File: config.mk
export PLATFORM = sky130hd
export DESIGN_NAME = pipe_stage_skid_flat
export DESIGN_NICKNAME = d
export VERILOG_FILES = /design/src/rtl/pipe_stage_skid_if.sv /design/src/rtl/pipe_stage_skid.sv /design/src/flat_wrapper.sv
export SDC_FILE = /design/constraint.sdc
export NUM_CORES = 1
export LEC_CHECK = 0
export ABC_CLOCK_PERIOD_IN_PS = 5300
export CORE_MARGIN = 2
export CORE_UTILIZATION = 38
export DETAILED_ROUTE_END_ITERATION = 10
export PLACE_DENSITY = 0.63
export RECOVER_POWER = 50
export SYNTH_ARGS = -nofsm -noshare
export SYNTH_HDL_FRONTEND = slang
export SYNTH_SLANG_ARGS = --single-unit
File: constraint.sdc
create_clock -name Clock -period 5.3 [get_ports Clock]
set_clock_uncertainty 0.15 [all_clocks]
set_input_delay 1.06 -clock Clock [delete_from_list [all_inputs] [get_ports Clock]]
set_output_delay 1.06 -clock Clock [all_outputs]
set_load 0.02 [all_outputs]
File: src/rtl/pipe_stage_skid_if.sv
// Handshake/payload bundle between a pipeline stage and its neighbours.
// The slave view belongs to the stage; the master view drives its inputs and observes its outputs.
interface pipe_stage_skid_if #(
  parameter int DATA_W = 32,
  parameter int CTRL_W = 8
) ();
  logic              in_valid;
  logic              in_ready;
  logic [CTRL_W-1:0] in_ctrl;
  logic [DATA_W-1:0] in_data;
  logic              flush;
  logic              out_valid;
  logic              out_ready;
  logic [CTRL_W-1:0] out_ctrl;
  logic [DATA_W-1:0] out_data;
  logic [1:0]        occupancy;

  modport slave (
    input  in_valid, in_ctrl, in_data, flush, out_ready,
    output in_ready, out_valid, out_ctrl, out_data, occupancy
  );

  modport master (
    output in_valid, in_ctrl, in_data, flush, out_ready,
    input  in_ready, out_valid, out_ctrl, out_data, occupancy
  );
endinterface

File: src/rtl/pipe_stage_skid.sv
// Pipeline stage register as a two-entry skid buffer: 1-cycle latency, full throughput.
// in_ready comes only from state flops; a stall absorbs one extra entry before in_ready drops.
module pipe_stage_skid #(
  parameter int DATA_W              = 32,
  parameter int CTRL_W              = 8,
  parameter bit CLEAR_DATA_ON_FLUSH = 1'b1
) (
  input  logic             Clock,
  input  logic             Reset_n,
  pipe_stage_skid_if.slave bus
);
  typedef enum logic [1:0] {
    S_EMPTY = 2'd0,
    S_ONE   = 2'd1,
    S_FULL  = 2'd2
  } state_t;

  state_t            r_state;
  state_t            w_state_nxt;
  logic [CTRL_W-1:0] r_main_ctrl;
  logic [CTRL_W-1:0] r_skid_ctrl;
  logic [DATA_W-1:0] r_main_data;
  logic [DATA_W-1:0] r_skid_data;
  logic [CTRL_W-1:0] w_main_ctrl_nxt;
  logic [CTRL_W-1:0] w_skid_ctrl_nxt;
  logic [DATA_W-1:0] w_main_data_nxt;
  logic [DATA_W-1:0] w_skid_data_nxt;
  logic              w_in_ready;
  logic              w_out_valid;
  logic              w_in_fire;
  logic              w_out_fire;

  assign w_in_ready  = (r_state != S_FULL);
  assign w_out_valid = (r_state != S_EMPTY);
  assign w_in_fire   = bus.in_valid & w_in_ready;
  assign w_out_fire  = w_out_valid & bus.out_ready;

  always_comb begin
    w_state_nxt     = r_state;
    w_main_ctrl_nxt = r_main_ctrl;
    w_skid_ctrl_nxt = r_skid_ctrl;
    w_main_data_nxt = r_main_data;
    w_skid_data_nxt = r_skid_data;
    // Flush wins over everything; an entry offered in the same cycle is dropped.
    if (bus.flush) begin
      w_state_nxt     = S_EMPTY;
      w_main_ctrl_nxt = '0;
      w_skid_ctrl_nxt = '0;
      if (CLEAR_DATA_ON_FLUSH) begin
        w_main_data_nxt = '0;
        w_skid_data_nxt = '0;
      end
    end else begin
      case (r_state)
        S_EMPTY: begin
          if (w_in_fire) begin
            w_main_ctrl_nxt = bus.in_ctrl;
            w_main_data_nxt = bus.in_data;
            w_state_nxt     = S_ONE;
          end
        end
        S_ONE: begin
          if (w_in_fire && w_out_fire) begin
            w_main_ctrl_nxt = bus.in_ctrl;
            w_main_data_nxt = bus.in_data;
          end else if (w_in_fire) begin
            w_skid_ctrl_nxt = bus.in_ctrl;
            w_skid_data_nxt = bus.in_data;
            w_state_nxt     = S_FULL;
          end else if (w_out_fire) begin
            // Draining leaves a bubble: control goes inert, data is left as-is.
            w_main_ctrl_nxt = '0;
            w_state_nxt     = S_EMPTY;
          end
        end
        S_FULL: begin
          if (w_out_fire) begin
            w_main_ctrl_nxt = r_skid_ctrl;
            w_main_data_nxt = r_skid_data;
            w_skid_ctrl_nxt = '0;
            w_state_nxt     = S_ONE;
          end
        end
        default: begin
          w_state_nxt     = S_EMPTY;
          w_main_ctrl_nxt = '0;
          w_skid_ctrl_nxt = '0;
        end
      endcase
    end
  end

  always_ff @(posedge Clock or negedge Reset_n) begin
    if (!Reset_n) begin
      r_state     <= S_EMPTY;
      r_main_ctrl <= '0;
      r_skid_ctrl <= '0;
      r_main_data <= '0;
      r_skid_data <= '0;
    end else begin
      r_state     <= w_state_nxt;
      r_main_ctrl <= w_main_ctrl_nxt;
      r_skid_ctrl <= w_skid_ctrl_nxt;
      r_main_data <= w_main_data_nxt;
      r_skid_data <= w_skid_data_nxt;
    end
  end

  assign bus.in_ready  = w_in_ready;
  assign bus.out_valid = w_out_valid;
  assign bus.out_ctrl  = w_out_valid ? r_main_ctrl : '0;
  assign bus.out_data  = r_main_data;
  assign bus.occupancy = r_state;
endmodule

File: src/flat_wrapper.sv
// flat-port wrapper written by rule: the top's interface ports become plain ports
module pipe_stage_skid_flat 
#(
  parameter int DATA_W              = 32,
  parameter int CTRL_W              = 8,
  parameter bit CLEAR_DATA_ON_FLUSH = 1'b1
)
  (Clock, Reset_n, bus_in_valid, bus_in_ctrl, bus_in_data, bus_flush, bus_out_ready, bus_in_ready, bus_out_valid, bus_out_ctrl, bus_out_data, bus_occupancy);
  pipe_stage_skid_if #(.DATA_W(DATA_W), .CTRL_W(CTRL_W)) bus_i ();
  input  logic Clock;
  input  logic Reset_n;
  input wire logic [$bits(bus_i.in_valid)-1:0] bus_in_valid;
  input wire logic [$bits(bus_i.in_ctrl)-1:0] bus_in_ctrl;
  input wire logic [$bits(bus_i.in_data)-1:0] bus_in_data;
  input wire logic [$bits(bus_i.flush)-1:0] bus_flush;
  input wire logic [$bits(bus_i.out_ready)-1:0] bus_out_ready;
  output wire logic [$bits(bus_i.in_ready)-1:0] bus_in_ready;
  output wire logic [$bits(bus_i.out_valid)-1:0] bus_out_valid;
  output wire logic [$bits(bus_i.out_ctrl)-1:0] bus_out_ctrl;
  output wire logic [$bits(bus_i.out_data)-1:0] bus_out_data;
  output wire logic [$bits(bus_i.occupancy)-1:0] bus_occupancy;
  assign bus_i.in_valid = bus_in_valid;
  assign bus_i.in_ctrl = bus_in_ctrl;
  assign bus_i.in_data = bus_in_data;
  assign bus_i.flush = bus_flush;
  assign bus_i.out_ready = bus_out_ready;
  assign bus_in_ready = bus_i.in_ready;
  assign bus_out_valid = bus_i.out_valid;
  assign bus_out_ctrl = bus_i.out_ctrl;
  assign bus_out_data = bus_i.out_data;
  assign bus_occupancy = bus_i.occupancy;
  pipe_stage_skid #(.DATA_W(DATA_W), .CTRL_W(CTRL_W), .CLEAR_DATA_ON_FLUSH(CLEAR_DATA_ON_FLUSH)) u_core (.Clock(Clock), .Reset_n(Reset_n), .bus(bus_i));
endmodule
==> impl_metrics.json <==
{
  "outcome": "finished with violations",
  "failed_checks": "max-capacitance violations, max-slew violations",
  "worst_hold_slack_ns": 0.3536,
  "ant_nets": 0,
  "r2r-end": "u_core.bus.out_data[19]",
  "yosysUniqueCellTypes": 37,
  "fp-row-count": 37,
  "nets": 456,
  "totalWireLength_mm": 9.329,
  "gp_congestion": 0.7618,
  "cts_buffers": 9,
  "ys_warn_count": 0,
  "initialDrtViolationCount": 121,
  "irDropWorstVdd_v": 0.0001710,
  "endpoint_kind": "output pin",
  "slew_headroom_pct": -37.03,
  "hold_end": "u_core.r_main_ctrl[1]",
  "busiest_layer": "met2",
  "antenna_found_initial": 0,
  "coreArea_um2": 10230,
  "grt.total_usage_pct": 17.50,
  "holdCritStartpoint": "u_core.r_main_ctrl[1]",
  "syn2layout_area_growth_pct": 28.86,
  "r2r_start": "u_core.bus.occupancy[0]",
  "fin_crit_sh_pct": 69.08,
  "post_drt_via_cell_ratio": 5.319,
  "grt_pass1_wl_mm": 15.55,
  "drt-wirelength-per-cell_um": 17.02,
  "clockRootBuffer": "clkbuf_8",
  "netlist_instances": 335,
  "fmax_mhz": 273.2,
  "ys_top_cells_by_count": "dfrtp_1 (82), mux2i_1 (40), a22o_1 (32), nor3_1 (32), a211oi_1 (23)",
  "worst_pin_slew_ns": 2.055,
  "fin_crit_ns": 3.661,
  "hpwl_mm": 5.977,
  "die-width_um": 106.1,
  "cts_tree": "done",
  "cts_hold_buf": 0,
  "die_y_um": 106.1,
  "maxCapViolCount": 1,
  "drv_slew": 83,
  "grt_util_met1_pct": 24.62,
  "grt-ovfl-total": 0,
  "pin_count": 89,
  "synth_top_area_share_pct": 51.78,
  "clock_insertion_delay_worst_skew_ns": 0.35,
  "setup_violations": 0,
  "synth_edf_count": 0,
  "post_cts_buffers": 0,
  "diodes": 0,
  "initial_core_util_pct": 38.73,
  "synth_area_leaders": "dfrtp_1 (52%), mux2i_1 (10%), a22o_1 (7.1%)",
  "rsz0062_at_grt": "no",
  "use_met3_pct": 3.495,
  "syn_avg_cell_area_um2": 11.83,
  "syn_area_um2": 3963,
  "crit_type": "reg -> out",
  "synth_ff_type": "dfrtp_1",
  "ys_seq_elements": 82,
  "yosysMostFrequentCell": "dfrtp_1",
  "clk_pin_slew_ns": 0.08,
  "whs_path_depth": 1,
  "arrival_ns": 2.45,
  "hold_class": "reg -> reg",
  "drc": 0,
  "drive_above_1_share_pct": 11.65,
  "async_flop_share_pct": 100.0,
  "dr.pass1.iters": 4,
  "power.leakage_nw": 2.121,
  "hold_viol_final": 0,
  "r2r_cells": 8,
  "cts.repair.resized": 0,
  "die_area_um2": 11260,
  "fin_total_pwr_mw": 2.182,
  "path_max_fanout": 22,
  "fin_tns_setup_ns": 0,
  "vias": 2915,
  "clock_sinks": 82,
  "clock_path_buffers": 2,
  "first_global_vias": 2984,
  "syn_nets": 384,
  "cts_max_level": 3,
  "ff2ff_setup_slack_ns": 1.96,
  "cp.required_ns": 4.09,
  "start_kind": "register",
  "synth_top_cell_by_area": "dfrtp_1",
  "io_buffer_count": 88,
  "power_density_nw_per_um2": 427.2,
  "use_met2_pct": 27.56,
  "grt_max_degree": 83,
  "seq_area_frac_synth_pct": 51.78
}
metal layers:
metal | wire length (um) | vias to the layer above
li1 | - | 1387
met1 | 4467 | 1452
met2 | 4393 | 67
met3 | 385 | 9
met4 | 83 | 0
met5 | 0 | -
sequential cells by signal, summed over array words and instances (netlist names):
| name | flops |
|---|---|
| u_core.r_skid_data | 32 |
| u_core.r_main_ctrl | 8 |
| u_core.r_skid_ctrl | 8 |
| u_core.bus.occupancy | 2 |
| u_core.bus.out_data | 32 |
cells in the final DEF (no fill, tap or decap), drive strengths merged:
cell type / instances
nor2b: 10
o31ai: 2
mux2i: 40
clkinvlp: 1
clkinv: 2
and4b: 1
a22oi: 8
a21oi: 1
mux2: 8
a31oi: 3
o21ai: 3
nand3: 1
o2bb2ai: 8
nand4bb: 1
clkbuf: 11
a211oi: 32
and3: 1
buf: 6
a2111oi: 1
and2: 1
nor2: 1
a31o: 1
dlygate4sd3: 22
nand2b: 2
a222oi: 1
or2: 2
ha: 4
dfrtp: 82
a22o: 32
inv: 16
clkdlybuf4s50: 64
o21a: 1
nor3: 32
bufinv: 1
nand2: 10
worst max-delay path: stages, from the launching register on:
cell and delay [ns]:
dfrtp_1 0.43, inv_1 0.10, ha_1 0.73, inv_1 0.24
clkdlybuf4s50_1 0.60
where the power goes:
| part | switching (mW) | leakage (nW) | internal (mW) |
|---|---|---|---|
| clock network | 0.236 | 0.103 | 0.236 |
| logic | 0.485 | 0.912 | 0.383 |
| registers | 0.0850 | 1.11 | 0.757 |
| total | 0.806 | 2.12 | 1.38 |
how the worst max path moves through the flow:
stage | start | endpoint | slack, ns | depth (start not counted)
floorplan | u_core.bus.occupancy[0] | bus_out_ctrl[0] | 2.55 | 5
global placement | bus_out_ready | u_core.bus.out_data[12] | 1.51 | 7
detailed placement | bus_out_ready | u_core.bus.out_data[19] | 1.45 | 7
CTS | u_core.bus.occupancy[1] | bus_out_valid | 1.61 | 4
global route | u_core.bus.occupancy[1] | bus_out_valid | 1.47 | 4
finish | u_core.bus.occupancy[0] | bus_out_valid | 1.64 | 4
stage by stage:
| step | cell area (um2) | worst slack [ns] | utilization (%) | cells |
|---|---|---|---|---|
| floorplan | 3963 | 2.548 | - | 335 |
| global placement | 4898 | 1.511 | 47.88 | 532 |
| detailed placement | 4898 | 1.450 | 47.88 | 532 |
| CTS | 5109 | 1.612 | 49.93 | 548 |
| global route | 5106 | 1.467 | 49.91 | 548 |
| finish | 5106 | 1.639 | 49.91 | 548 |
layout make-up:
type | instances | area (um2)
flip-flops and latches | 82 | 2052
inverters | 14 | 52.55
fillers | 915 | 5125
multi-input cells | 207 | 1713
well taps | 136 | 170.2
clock inverters | 6 | 72.57
clock buffers | 10 | 137.6
repair buffers | 93 | 908.4
cell families (layout without fill, tap and decap cells):
| group | Yosys count | count (layout) | share of synthesized area [%] |
|---|---|---|---|
| fa+ha+maj | 4 | 4 | 1.263 |
| simple gates | 62 | 62 | 8.273 |
| mux | 48 | 48 | 12.38 |
| compound gates | 93 | 93 | 20.87 |
| flops | 82 | 82 | 51.78 |
| buf+inv | 46 | 123 | 5.431 |
No activity file was read; power rests on OpenSTA's default activity.
